## config.mk

```make
export PLATFORM = sky130hd
export DESIGN_NAME = spi_rom_read_arbiter
export DESIGN_NICKNAME = d
export VERILOG_FILES = /design/src/rtl/spi_rom_read_arbiter.sv
export SDC_FILE = /design/constraint.sdc
export NUM_CORES = 1
export LEC_CHECK = 0
export CORE_ASPECT_RATIO = 2
export CORE_MARGIN = 4
export CORE_UTILIZATION = 56
export CTS_CLUSTER_SIZE = 20
export DETAILED_ROUTE_END_ITERATION = 10
export DONT_BUFFER_PORTS = 1
export MAX_ROUTING_LAYER = met4
export PLACE_DENSITY = 0.75
export SYNTH_ARGS = -nofsm -noshare
export SYNTH_HDL_FRONTEND = slang
export SYNTH_SLANG_ARGS = --single-unit
export TNS_END_PERCENT = 1
```

## constraint.sdc

```tcl
create_clock -name clk -period 1.8 [get_ports clk]
set_clock_uncertainty 0.15 [all_clocks]
set_input_delay 0.09 -clock clk [delete_from_list [all_inputs] [get_ports clk]]
set_output_delay 0.09 -clock clk [all_outputs]
set_load 0.02 [all_outputs]
```

## src/rtl/spi_rom_read_arbiter.sv

```systemverilog
// spi_rom_read_arbiter
//   Shares one SPI flash ROM between two read requesters. A granted read
//   sends READ_CMD plus a 24-bit address MSB first, then clocks in
//   DATA_BYTES bytes and hands each one back to the winner.
//   SPI mode 0 with SCLK = clk/2. CS is active HIGH, matching the board.
//
// Ports
//   clk, reset_n        system clock; asynchronous active-low reset
//   req0/addr0          requester 0: level request and byte address
//   req1/addr1          requester 1: level request and byte address
//   ack                 1-cycle pulse when a request is accepted
//   busy                high from ack until the FSM is back in IDLE
//   rd_valid/rd_data    1-cycle pulse with one received byte
//   rd_id               owner of the current transfer
//   done                1-cycle pulse together with the final rd_valid
//   spi_cs/sclk/mosi    ROM pins (outputs); spi_miso is the ROM data input
module spi_rom_read_arbiter #(
  parameter int         DATA_BYTES = 16,
  parameter int         GAP_CYCLES = 2,
  parameter logic [7:0] READ_CMD   = 8'h03,
  parameter bit         ARB_RR     = 1'b0
) (
  input  logic        clk,
  input  logic        reset_n,
  input  logic        req0,
  input  logic [23:0] addr0,
  input  logic        req1,
  input  logic [23:0] addr1,
  output logic        ack,
  output logic        busy,
  output logic        rd_valid,
  output logic [7:0]  rd_data,
  output logic        rd_id,
  output logic        done,
  output logic        spi_cs,
  output logic        spi_sclk,
  output logic        spi_mosi,
  input  logic        spi_miso
);

  localparam int NBITS = 32 + 8 * DATA_BYTES;
  localparam int CW    = $clog2(NBITS);
  localparam int GW    = (GAP_CYCLES > 1) ? $clog2(GAP_CYCLES) : 1;

  localparam logic [CW-1:0] LAST_BIT   = CW'(NBITS - 1);
  localparam logic [CW-1:0] FIRST_DATA = CW'(32);
  localparam logic [GW-1:0] GAP_LOAD   = GW'(GAP_CYCLES - 1);

  typedef enum logic [1:0] {IDLE, SHIFT, GAP} state_t;

  typedef struct packed {
    logic        id;
    logic [23:0] addr;
  } req_t;

  state_t        state;
  logic [CW-1:0] bit_cnt;
  logic          phase;     // 0: sclk low, mosi settling; 1: sclk high
  logic [30:0]   tx_sr;     // command/address bits still to go out after the current mosi bit
  logic [6:0]    rx_sr;     // first seven bits of the byte being received
  logic [GW-1:0] gap_cnt;
  logic          last_id;   // id granted most recently (round-robin pointer)

  logic grant;
  req_t win;

  // Arbitration: only one requester -> it wins. Both -> req0 under fixed
  // priority, or the one not granted last under round-robin.
  always_comb begin
    grant = req0 | req1;
    win.id = req1 & ~req0;
    if (req0 && req1 && ARB_RR) win.id = ~last_id;
    win.addr = win.id ? addr1 : addr0;
  end

  // The last bit of every data byte falls on bit_cnt[2:0] == 7, because the
  // 32-bit command/address header is byte aligned.
  logic byte_end;
  assign byte_end = (bit_cnt >= FIRST_DATA) && (bit_cnt[2:0] == 3'b111);

  always_ff @(posedge clk or negedge reset_n) begin
    if (!reset_n) begin
      state    <= IDLE;
      bit_cnt  <= '0;
      phase    <= 1'b0;
      tx_sr    <= '0;
      rx_sr    <= '0;
      gap_cnt  <= '0;
      last_id  <= 1'b1;   // so that req0 wins the first tie
      ack      <= 1'b0;
      busy     <= 1'b0;
      rd_valid <= 1'b0;
      rd_data  <= '0;
      rd_id    <= 1'b0;
      done     <= 1'b0;
      spi_cs   <= 1'b0;
      spi_sclk <= 1'b0;
      spi_mosi <= 1'b0;
    end else begin
      ack      <= 1'b0;
      rd_valid <= 1'b0;
      done     <= 1'b0;
      case (state)
        IDLE: begin
          if (grant) begin
            state    <= SHIFT;
            ack      <= 1'b1;
            busy     <= 1'b1;
            rd_id    <= win.id;
            last_id  <= win.id;
            spi_cs   <= 1'b1;
            spi_sclk <= 1'b0;
            spi_mosi <= READ_CMD[7];
            tx_sr    <= {READ_CMD[6:0], win.addr};
            bit_cnt  <= '0;
            phase    <= 1'b0;
          end
        end
        SHIFT: begin
          if (!phase) begin
            spi_sclk <= 1'b1;
            phase    <= 1'b1;
          end else begin
            // End of sclk-high phase: sample MISO, drop sclk and move MOSI
            // on to the next bit. Once the header has gone out, the shift
            // register holds only zeros, so MOSI stays low for data bits.
            spi_sclk <= 1'b0;
            phase    <= 1'b0;
            rx_sr    <= {rx_sr[5:0], spi_miso};
            spi_mosi <= tx_sr[30];
            tx_sr    <= {tx_sr[29:0], 1'b0};
            if (byte_end) begin
              rd_valid <= 1'b1;
              rd_data  <= {rx_sr, spi_miso};
            end
            if (bit_cnt == LAST_BIT) begin
              done     <= 1'b1;
              spi_cs   <= 1'b0;
              spi_mosi <= 1'b0;
              gap_cnt  <= GAP_LOAD;
              state    <= GAP;
            end else begin
              bit_cnt <= bit_cnt + 1'b1;
            end
          end
        end
        GAP: begin
          if (gap_cnt == '0) begin
            state <= IDLE;
            busy  <= 1'b0;
          end else begin
            gap_cnt <= gap_cnt - 1'b1;
          end
        end
        default: state <= IDLE;
      endcase
    end
  end

endmodule

```

# [After elaboration in Yosys (flattened, before gate mapping)]
# Index checks and enable logic that the tools add are counted.
[totals] regBits=65 in_bits=53 output_inout_bits=16 elab_cells=81
[classes] add_sub_neg=2 eq_ne=9 n_bitwise=3 muxes=37 magnitude_cmp=1 n_reduce_logical=15
[ops] op="$mux 31" count=2
[ops] op="$pmux 31 s2" count=1
[ops] op="$mux 24" count=1
[ops] op="$mux 8" count=3
[ops] op="$mux 1" count=19
[ops] op="$pmux 8 s2" count=1
[ops] op="$reduce_and 3->1" count=4
[ops] op="$reduce_and 4->1" count=3
[ops] op="$ne 2x2->1 const B" count=5
[ops] op="$pmux 1 s2" count=5
[ops] op="$add 8x1->8 const B" count=1
[ops] op="$eq 8x8->1 const B" count=1
[ops] op="$ge 8x6->1 const B" count=1
[ops] op="$mux 2" count=4
[ops] op="$pmux 2 s3" count=1
[ops] op="$reduce_and 2->1" count=3
[ops] op="$reduce_bool 2->1" count=3
[ops] op="$eq 3x3->1 const B" count=1
[ops] op="$eq 2x1->1 const B" count=1
[ops] op="$eq 2x2->1 const B" count=1
[ops] op="$logic_not 2->1" count=1
[ops] op="$and 1x1->1" count=1
[ops] op="$logic_and 1x1->1" count=1
[ops] op="$not 1->1" count=1
[ops] op="other kinds (2)" count=2

# [Logic depth before layout (Yosys ltp)]
# Gate-level depths: netlist of run 1.
[depth] depth_word=5 depth_mapped=6 mapped_depth_nobuf=5

# [Least setup slack after synthesis of run 1]
# OpenSTA, ideal clock, no wires.
[synth_timing] kind="flip-flop to flip-flop" startpoint="register phase" endpoint="register tx_sr[10]" t_arrival_ns=1.510 required_time_ns=1.532 setup_time_ns=0.118 period_less_slack_ns=1.778 stages_incl_launch_ff=7 setup_slack_ns=0.022 n_path_buf=3 path_cell_list="dfrtp_1 -> nor2b_1 -> or3_1 -> clkbuf_1 -> buf_2 -> buf_6 -> a21o_1"
[synth_via] elab_chain_len=2
[synth_rtl] item="start, declared" line_no="58" source="logic phase;"
[synth_rtl] item="start signal, assigned" line_no="85" source="phase <= 1'b0;"
[synth_rtl] item="start signal, assigned" line_no="116" source="phase <= 1'b0;"
[synth_rtl] item="start signal, assigned" line_no="122" source="phase <= 1'b1;"
[synth_rtl] item="$ne 2x2->1 (no line)"
[synth_rtl] item="$reduce_and 3->1 (no line)"
[synth_rtl] item="end signal, assigned" line_no="114" source="tx_sr <= {READ_CMD[6:0], win.addr};"
[synth_rtl] item="end signal, assigned" line_no="131" source="tx_sr <= {tx_sr[29:0], 1'b0};"
[synth_rtl] item="end, declared" line_no="59" source="logic [30:0] tx_sr;"
# Every way passes these cells.
# A chain may end at the register's enable or synchronous reset.

# [Worst setup path after layout of run 1]
[layout_timing] startpoint="register state[0]" endpoint="register tx_sr[5]"
[layout_via] elab_chain_len=3 word_cells_on_any_way=7 classes_between="eq/ne (3); mux (1); reduce/logical (3)"
[layout_rtl] item="start, declared" line_no="56" source="state_t state;"
[layout_rtl] item="start signal, assigned" line_no="83" source="state <= IDLE;"
[layout_rtl] item="start signal, assigned" line_no="106" source="state <= SHIFT;"
[layout_rtl] item="start signal, assigned" line_no="141" source="state <= GAP;"
[layout_rtl] item="$eq 2x1->1 / $logic_not 2->1 (equally long branches)" line_no="103" source="case (state)"
[layout_rtl] item="$ne 2x2->1 (no line) / $reduce_bool 2->1 (equally long branches)"
[layout_rtl] item="$reduce_and 3->1 (no line)"
# Several ways; a longest one is shown, not always the timed one.

==> key figures, run 1 <==
Status
  – Outcome: finished with violations
  – Violated checks: negative hold slack

Synth
  – #FFs+latches synth: 65
  – Unique masters post-synth: 31
  – Area of the mapped netlist: 0.00306 mm2
  – Sequential fraction of the synthesis area: 53.2%
  – Synth Area in XOR/XNOR: 0.287%
  – Syn avg cell area: 11.0 um2
  – Post-synthesis mux area share: 13.4%
  – Area share of and/or/nand/nor cells after synthesis: 9.46%
  – Synth Area in Adders: 1.23%
  – Synthesized Nets: 335
  – Post-synthesis compound-gate area fraction: 18.2%
  – Post-synth EDFFs: 0
  – Main combinational cell family by area after synthesis: compound AO/OA/AOI/OAI gates
  – Gate count of the mapped netlist: 279
  – Synth Warn #: 0
  – Post-synthesis async set-or-reset flop share: 100%
  – Main flop type after synthesis: dfrtp_1

Drt
  – Routed WL: 6.64 mm
  – Routed Antenna Nets: 0
  – Vias per cell: 5.79
  – DR iter-0 viols: 79
  – Total number of vias: 2225
  – WL per Instance: 17.3 um
  – DRT Pass-1 Iters: 4
  – DRC viols: 0

Clock network
  – TritonCTS clock tree: done
  – CTS Sinks: 65
  – Maximum clock path buffer count: 2
  – Post-CTS setup buffer count: 0
  – CTS Buf Count: 9
  – Root buf cell: clkbuf_8
  – Htree depth: 3
  – Clock-pin transition on the worst setup and hold timing paths: 0.08 ns
  – Clock Latency Late Sink: 0.34 ns

Final layout
  – Layout Nets: 377
  – Share of cells above drive strength 1: 18.1%
  – Area Growth Syn to Fin: 25.5%
  – Most frequent cells in the layout: 64 x dfrtp_1, 36 x dlygate4sd3_1, 31 x nor2_1, 25 x a21o_1, 23 x mux2i_1
  – Commonest non-fill, non-tap cell in the layout: dfrtp_1
  – Fill cells: 370
  – N_diodes: 0

Setup path
  – Reg2Reg Depth: 5
  – Worst reg2reg startpoint: state[0]
  – CP max stage delay: 0.44 ns
  – Crit. End Element: flop
  – Required time at the endpoint of the critical path: 1.93 ns
  – Flop2flop setup slack: 0.06 ns
  – Data arrival time of the critical path: 1.87 ns
  – Crit-path slowest cell: dfrtp_2
  – CP delay by family, top: simple AND/OR/NAND/NOR gates
  – CP startpoint kind: flop
  – Critical path type: flop to flop
  – CP Buf/Inv Count: 1
  – Worst-path cell chain: nor2b_1 -> or3_4 -> buf_12 -> a211oi_1 -> a21o_1
  – R2R Path End: tx_sr[5]
  – Crit Path Max Fanout: 47

Floorplan
  – # rows: 37
  – Die span in x: 60.2 um
  – Die ar.: 0.00677 mm2
  – Die outline height: 112 um
  – Core area: 0.00523 mm2
  – Top Ports: 69
  – Initial Util: 58.4%

Timing
  – Slew headroom: 69.2%
  – Hold Vio Cnt, Final: 1
  – Worst slew pin tran: 0.457 ns
  – Fin crit period: 1.74 ns
  – Max frequency: 574 MHz
  – RSZ-0062 raised after global routing: true
  – Tcrit/Tclk final: 96.7%
  – Final setup fails: 0
  – Slew Viols, Final: 0
  – Final hold slack: -0.0175 ns

Global routing
  – GRT overflow: 0
  – Global-route wire length before repair: 10.8 mm
  – GRT Util Overall: 21.9%
  – Largest net degree at the start of global routing: 66
  – Vias in the first global route: 2333
  – Initial antenna violation count: 0

Min path
  – Hold Crit Start: addr0[8]
  – Hold Path End: tx_sr[8]
  – Min-Delay Path Depth: 3
  – Min-Delay Path Class: primary input to flop

Power and ir drop
  – Power per Cell Area: 808 mW/mm2
  – Maximum vdd drop: 1.02 mV
  – P_leak: 1.92 nW
  – Pwr Total: 3.10 mW

Flow run
  – Maxcap violations: 0

Placed design
  – I/O Buffers: 0
  – Final GP Congestion: 0.858
  – Post-DP HPWL: 3.99 mm
==> logic make-up (layout without fill, tap and decap cells) <==
logic type,count (synthesis),in the layout
XOR/XNOR,1,1
flip-flops,65,65
buffers and inverters,28,75
AO/OA/AOI/OAI,80,80
adder cells (fa/ha/maj),3,3
AND/OR/NAND/NOR,63,63
multiplexers,39,39
==> layer usage <==
layer	global-route usage (%)	routed length (um)	share of wire (%)
met2	36.2	3680	55
met5	-	0	0
met1	23.5	2460	37
met4	11.1	157	2.4
met3	5.29	346	5.2
==> area by class of cell <==
cell class	instances	area, um2	share of cell area [%]
Multi-Input combinational cell	186	1350	35.3
Timing Repair Buffer	49	515	13.4
Sequential cell	65	1630	42.4
Inverter	10	37.5	0.979
Clock inverter	6	91.3	2.38
Tap cell	58	72.6	1.89
Clock buffer	10	138	3.59
==> per-stage QoR <==
step	setup slack, ns	utilization, %	instances	setup TNS (ns)	area (um2)
2_1_floorplan	0.0221	-	279	0	3060
3_3_place_gp	0.0175	60.6	331	0	3170
3_5_place_dp	-0.000845	60.6	331	-0.000845	3170
4_1_cts	0.0131	72.5	384	0	3790
5_1_grt	-0.0329	73.3	384	-0.164	3830
6_report	0.0587	73.3	384	0	3830
==> synthesized netlist by cell type, types with 4 or more instances <==
library cell / number / share of area, %
a211oi_1: 23 / 5.7
a21o_1: 25 / 6.1
a21oi_1: 5 / 0.82
a22o_1: 6 / 1.7
buf_2: 8 / 1.3
clkbuf_1: 8 / 0.98
dfrtp_1: 65 / 53
inv_1: 10 / 1.2
mux2_2: 16 / 5.9
mux2i_1: 23 / 7.5
nand2_1: 9 / 1.1
nand3_1: 7 / 1.1
nor2_1: 31 / 3.8
nor3_1: 4 / 0.66
o21ai_0: 13 / 2.1
==> power by group <==
part           switching (mW)  leakage (nW)  internal, mW
clock network           0.574         0.105         0.819
logic                  0.0826         0.997         0.112
registers              0.0281         0.815          1.48
total                   0.684          1.92          2.41
==> worst max path at each step <==
stage | start | end | slack [ns] | cells past startpoint
finish | state[0] | tx_sr[5] | 0.06 | 5
detailed placement | bit_cnt[0] | bit_cnt[0] | -0.0008 | 5
CTS | bit_cnt[1] | bit_cnt[0] | 0.01 | 5
global placement | bit_cnt[1] | bit_cnt[0] | 0.02 | 5
global route | bit_cnt[1] | rd_data[1] | -0.03 | 5
floorplan | phase | tx_sr[10] | 0.02 | 6
==> state kept, by name, indices dropped and copies added, names as in the netlist <==
name,count
ack,1
bit_cnt,8
busy,1
done,1
gap_cnt,1
phase,1
rd_data,8
rd_id,1
rd_valid,1
rx_sr,7
spi_cs,1
spi_mosi,1
state,2
tx_sr,31
==> repair_timing <==
item	in CTS	in global routing
setup endpoints to repair	4	32
pin swaps	0	2
endpoints found under the hold margin	89	0
gates resized for setup	2	10
hold buffers	37	0
gates cloned	0	0
==> worst reg2reg max path: cells and delay by family, from the launching register on <==
family	cells	cell delay, ns
AOI/OAI and AO/OA	2	0.35
buffers and inverters	1	0.19
DFF	1	0.44
and+or+nand+nor	2	0.55
No activity file was read; power rests on OpenSTA's default activity.
==> run 2: changes to the inputs <==
--- a/config.mk
+++ b/config.mk
@@ -7,12 +7,13 @@
 export LEC_CHECK = 0
 export CORE_ASPECT_RATIO = 2
 export CORE_MARGIN = 4
-export CORE_UTILIZATION = 56
+export CORE_UTILIZATION = 59
+export CTS_BUF_LIST = sky130_fd_sc_hd__clkbuf_4
 export CTS_CLUSTER_SIZE = 20
 export DETAILED_ROUTE_END_ITERATION = 10
 export DONT_BUFFER_PORTS = 1
 export MAX_ROUTING_LAYER = met4
-export PLACE_DENSITY = 0.75
+export PLACE_DENSITY = 0.79
 export SYNTH_ARGS = -nofsm -noshare
 export SYNTH_HDL_FRONTEND = slang
 export SYNTH_SLANG_ARGS = --single-unit
==> run 2 against run 1 <==
Compared with the run above: the run now ends clean; sequential power hardly changed; worst setup slack gained 0.016 ns; final area up 4.3%; clock-buffer cell count is 1 higher; critical endpoint is now tx_sr[16]; sequential share of layout area down 1.8 points; critical path type unchanged; non-clock buffer count increased by 19; largest cell class unchanged; die area shrank 4.6%; total power grew 1.3%.
==> key figures, run 2 (same netlist as run 1, synthesis figures left out) <==
Clock network
  – Clock Latency Late Sink: 0.41 ns (+0.07 ns)
  – Maximum clock path buffer count: 2 (unchanged)
  – Root buf cell: clkbuf_4
  – Post-CTS setup buffer count: 0 (unchanged)
  – TritonCTS clock tree: done
  – Clock-pin transition on the worst setup and hold timing paths: 0.11 ns (+0.03 ns)
  – Htree depth: 3 (unchanged)
  – CTS Sinks: 65 (unchanged)
  – CTS Buf Count: 9 (unchanged)

Power and ir drop
  – Switch Pwr: 0.638 mW (-6.8%)
  – Power per Cell Area: 785 mW/mm2 (-2.8%)
  – Sw frac: 20.3% (-1.8 points)
  – Clock share of power: 44.4% (-0.5 points)
  – Maximum vdd drop: 0.842 mV (-17%)
  – Pint: 2.50 mW (+3.6%)
  – Register share of total power: 48.2% (-0.6 points)
  – Gate power share: 7.4% (+1.1 points)
  – P_leak: 2.00 nW (+4.6%)

Final layout
  – Post-layout util: 80.7% (+7.4 points)
  – Biggest regs: tx_sr (31), bit_cnt (8), rd_data (8)
  – Share of cells above drive strength 1: 17.1% (-1.0 points)
  – Max FFs per register: 31 (unchanged)
  – N_diodes: 0 (unchanged)
  – Commonest non-fill, non-tap cell in the layout: dfrtp_1
  – Layout Nets: 396 (+5.0%)
  – Most flop-heavy register: tx_sr
  – Area Growth Syn to Fin: 30.9%
  – Most frequent cells in the layout: 65 x dfrtp_1, 52 x dlygate4sd3_1, 31 x nor2_1, 25 x a21o_1, 23 x mux2i_1

Setup path
  – Data arrival time of the critical path: 1.93 ns (+0.06 ns)
  – Crit Path Max Fanout: 31 (-34%)
  – Required time at the endpoint of the critical path: 2.00 ns (+0.07 ns)
  – CP startpoint kind: flop
  – Crit. End Element: flop
  – Critical path type: flop to flop

Drt
  – Routed WL: 7.26 mm (+9.3%)
  – DRC viols: 0 (unchanged)
  – DR iter-0 viols: 136 (+72%)
  – DRT Pass-1 Iters: 5 (+1)
  – WL per Instance: 18.0 um (+4.4%)
  – Total number of vias: 2370 (+6.5%)
  – Vias per cell: 5.90 (+1.7%)
  – Routed Antenna Nets: 0 (unchanged)

Timing
  – Max frequency: 580 MHz (+0.95%)
  – Hold Vio Cnt, Final: 0 (-1)
  – RSZ-0062 raised after global routing: true
  – Worst slew pin tran: 0.456 ns (-0.000119 ns)
  – Setup TNS: 0 ns (unchanged)
  – Fin crit period: 1.73 ns (-0.0163 ns)
  – Slew Viols, Final: 0 (unchanged)
  – Slew headroom: 69.3% (about the same)
  – Tcrit/Tclk final: 95.8% (-0.91 points)
  – Final setup fails: 0 (unchanged)

Placed design
  – I/O Buffers: 0 (unchanged)
  – Final GP Congestion: 0.879 (+2.4%)
  – Post-DP HPWL: 4.09 mm (+2.7%)

Floorplan
  – Top Ports: 69 (unchanged)
  – Die span in x: 58.9 um (-2.2%)
  – # rows: 36 (-2.7%)
  – Initial Util: 61.7% (+3.3 points)
  – Die outline height: 110 um (-2.4%)
  – Die ar.: 0.00646 mm2 (-4.6%)
  – Core area: 0.00495 mm2 (-5.3%)

Flow run
  – Maxcap violations: 0 (unchanged)

Status
  – Outcome: complete, no violations

Global routing
  – GRT overflow: 0 (unchanged)
  – Largest net degree at the start of global routing: 66 (unchanged)
  – Initial antenna violation count: 0 (unchanged)
  – Global-route wire length before repair: 11.4 mm (+5.5%)
  – Vias in the first global route: 2524 (+8.2%)
  – GRT Util Overall: 24.2% (+2.3 points)

Min path
  – Min-Delay Path Class: primary input to asynchronous set/reset pin
==> run 2: timing repair <==
item	4_1_cts	5_1_grt
resized for setup	3	6
pin swaps	0	1
hold buffers	53	0
setup endpoints to repair	8	17
endpoints found under the hold margin	97	0
==> run 2: layout make-up <==
class	count	area (um2)
clock buffer	11	82.6
fill	292	956
inverter	10	37.5
tap	57	71.3
clock inverter	5	128
sequential	65	1630
multi-input combinational	186	1340
timing repair buffer	68	711
==> run 2: through the flow <==
step                      setup slack, ns  power [mW]  instances  hold WS (ns)  area (um2)
after global routing             -0.00565        3.27        402        0.0667        4000
after detailed placement         -0.00463        1.62        333        -0.353        3200
after floorplan                    0.0221        1.60        279        -0.356        3060
after CTS                          0.0148        3.16        402        0.0513        3970
after global placement             0.0149        1.62        333        -0.353        3200
final                              0.0750        3.14        402        0.0791        4000
==> run 2: worst paths after layout <==
kind | cells past startpoint | slack, ns | start | end
setup / recovery | 5 | 0.07 | state[0] | tx_sr[16]
hold / removal | 2 | 0.08 | reset_n | bit_cnt[4]
setup reg to reg | 5 | 0.07 | state[0] | tx_sr[16]
hold reg to reg | 1 | 0.34 | tx_sr[7] | tx_sr[7]
max in group asynchronous | 2 | 1.16 | reset_n | tx_sr[29]
min in group clk | 2 | 0.24 | spi_miso | rd_data[0]
==> run 2: power groups by stage <==
stage	clock network, mW	logic [mW]	registers [mW]
6_report	1.39	0.233	1.51
5_1_grt	1.50	0.252	1.52
4_1_cts	1.42	0.227	1.51
3_5_place_dp	0	0.0824	1.54
3_3_place_gp	0	0.0788	1.54
2_1_floorplan	0	0.0675	1.54
==> run 2: layer usage <==
layer  up-vias  share of wire (%)  global-route usage (%)
li1       1116                  -                       -
met1      1163                 36                    23.7
met2        71                 56                    42.4
met3        20                5.0                    6.35
met4         0                2.9                    12.6
met5         -                  0                       -
==> run 2: worst max-delay path: stages, from the launching register on <==
cell	delay, ns
dfrtp_1	0.42
nor2b_1	0.16
or3_4	0.41
buf_12	0.18
a211oi_1	0.21
a21o_1	0.13
==> run 3: changes to the inputs <==
==> constraint.sdc (replaced) <==
create_clock -name clk -period 1.8 [get_ports clk]
set_clock_uncertainty 0.15 [all_clocks]
set_input_delay 0.18 -clock clk [delete_from_list [all_inputs] [get_ports clk]]
set_output_delay 0.18 -clock clk [all_outputs]
set_load 0.02 [all_outputs]
==> run 3 against run 2 <==
Compared with the run above: the flow now finishes with violations (negative hold slack); clock power hardly changed; via count is 4.2% lower; sequential power hardly changed.
==> key figures, run 3 (same netlist as run 1, synthesis figures left out) <==
Drt
  – DRT Pass-1 Iters: 4 (-1)
  – Total number of vias: 2270 (-4.2%)
  – WL per Instance: 17.2 um (-4.7%)
  – Vias per cell: 5.96 (+1.1%)
  – Routed Antenna Nets: 0 (unchanged)
  – Routed WL: 6.55 mm (-9.7%)
  – DR iter-0 viols: 72 (-47%)
  – DRC viols: 0 (unchanged)

Setup path
  – CP startpoint kind: flop
  – Required time at the endpoint of the critical path: 1.96 ns (-0.04 ns)
  – Worst reg2reg startpoint: bit_cnt[1]
  – Critical path type: flop to flop
  – R2R Path End: rd_data[3]
  – Crit-path slowest cell: dfrtp_1
  – Data arrival time of the critical path: 1.89 ns (-0.04 ns)
  – Crit Path Max Fanout: 9 (-71%)
  – Most used cell, CP: ha_1
  – Reg2Reg Depth: 5 (unchanged)
  – CP max stage delay: 0.41 ns (about the same)
  – Crit. End Element: flop
  – Flop2flop setup slack: 0.07 ns (about the same)
  – Worst-path cell chain: ha_1 -> ha_1 -> o31ai_1 -> nor2_4 -> mux2_2
  – CP Buf/Inv Count: 0 (-1)
  – CP delay by family, top: flip-flops

Clock network
  – Post-CTS setup buffer count: 0 (unchanged)
  – Clock Latency Late Sink: 0.42 ns (about the same)
  – Maximum clock path buffer count: 2 (unchanged)
  – CTS Sinks: 65 (unchanged)
  – Root buf cell: clkbuf_4
  – Clock-pin transition on the worst setup and hold timing paths: 0.11 ns (about the same)
  – TritonCTS clock tree: done
  – Htree depth: 3 (unchanged)
  – CTS Buf Count: 9 (unchanged)

Timing
  – Worst slew pin tran: 0.456 ns (+0.00000978 ns)
  – Tcrit/Tclk final: 96.0% (+0.21 points)
  – Final setup fails: 0 (unchanged)
  – Slew Viols, Final: 0 (unchanged)
  – Slew headroom: 69.2% (about the same)
  – Hold Vio Cnt, Final: 1 (+1)
  – Max frequency: 578 MHz (-0.22%)
  – PnR worst setup slack: 0.0712 ns (-0.00379 ns)
  – Fin crit period: 1.73 ns (+0.00379 ns)
  – RSZ-0062 raised after global routing: false
  – Final hold slack: -0.0114 ns (-0.0905 ns)

Final layout
  – Commonest non-fill, non-tap cell in the layout: dfrtp_1
  – Fill cells: 328 (+12%)
  – Biggest regs: tx_sr (31), bit_cnt (8), rd_data (8)
  – Area Growth Syn to Fin: 23.8%
  – Most frequent cells in the layout: 65 x dfrtp_1, 31 x nor2_1, 31 x dlygate4sd3_1, 25 x a21o_1, 23 x mux2i_1
  – N_diodes: 0 (unchanged)
  – Post-layout util: 76.3% (-4.4 points)
  – Layout Nets: 375 (-5.3%)
  – Most flop-heavy register: tx_sr
  – Max FFs per register: 31 (unchanged)
  – Share of cells above drive strength 1: 17.6% (+0.49 points)

Floorplan
  – Die outline height: 110 um (unchanged)
  – Top Ports: 69 (unchanged)
  – Die span in x: 58.9 um (unchanged)
  – Initial Util: 61.7% (unchanged)
  – Die ar.: 0.00646 mm2 (unchanged)
  – # rows: 36 (unchanged)
  – Core area: 0.00495 mm2 (unchanged)

Status
  – Outcome: finished with violations
  – Violated checks: negative hold slack

Global routing
  – Largest net degree at the start of global routing: 66 (unchanged)
  – GRT overflow: 0 (unchanged)
  – Initial antenna violation count: 0 (unchanged)
  – Global-route wire length before repair: 10.6 mm (-6.6%)
  – Vias in the first global route: 2323 (-8.0%)
  – GRT Util Overall: 22.6% (-1.6 points)

Placed design
  – Post-DP HPWL: 4.09 mm (unchanged)
  – Place WS: -0.00463 ns (unchanged)
  – Final GP Congestion: 0.879 (unchanged)
  – I/O Buffers: 0 (unchanged)

Power and ir drop
  – Maximum vdd drop: 0.878 mV (+4.2%)
  – Power per Cell Area: 817 mW/mm2 (+4.0%)
  – P_leak: 1.92 nW (-4.5%)
  – Pwr Total: 3.09 mW (-1.6%)

Flow run
  – Maxcap violations: 0 (unchanged)

Min path
  – Min-Delay Path Class: primary input to flop
  – Hold Path End: tx_sr[7]
  – Hold Crit Start: addr1[7]
  – Min-Delay Path Depth: 3
[run 3: layout make-up]
class,count,area [um2],area share (%)
clock buffers,11,82.6,2.18
clock inverters,5,128,3.37
inverters,10,37.5,0.992
multi-input cells,186,1340,35.3
flip-flops and latches,65,1630,43.0
well taps,57,71.3,1.89
repair buffers,47,500,13.2
[run 3: worst max path at each step]
stage / start / slack, ns / cells after the start / to
4_1_cts: bit_cnt[1] / 0.01 / 5 / bit_cnt[0]
2_1_floorplan: phase / 0.02 / 6 / tx_sr[10]
3_5_place_dp: bit_cnt[0] / -0.005 / 5 / bit_cnt[0]
5_1_grt: state[0] / 0.004 / 5 / tx_sr[12]
3_3_place_gp: bit_cnt[1] / 0.01 / 5 / bit_cnt[0]
6_report: bit_cnt[1] / 0.07 / 5 / rd_data[3]
[run 3: what timing repair did]
item	CTS	global route
hold buffers	32	0
endpoints found under the setup margin	8	13
resized for setup	3	5
pin swaps	0	1
hold endpoints to repair	86	0
[run 3: worst min-delay path: cells and delay by family]
kind | cells | cell delay, ns
AO/OA/AOI/OAI | 2 | 0.23
multiplexers | 1 | 0.12
[run 3: stage by stage]
step                instance area (um2)  cells  setup TNS, ns
finish                             3780    381              0
global route                       3780    381              0
CTS                                3760    381              0
detailed placement                 3200    333       -0.00463
global placement                   3200    333              0
floorplan                          3060    279              0
[run 3: where the power goes]
group	switching [mW]	internal, mW	leakage (nW)
combinational	0.0769	0.105	0.992
clock	0.521	0.875	0.107
sequential	0.0286	1.48	0.815
total	0.626	2.46	1.92
[run 3: routing by layer]
layer / vias up / part of all wire (%) / global-route usage, %
li1: 1074 / - / -
met1: 1117 / 38 / 24.0
met2: 64 / 54 / 38.4
met3: 15 / 5.5 / 5.88
met4: 0 / 2.6 / 10.4
met5: - / 0 / -
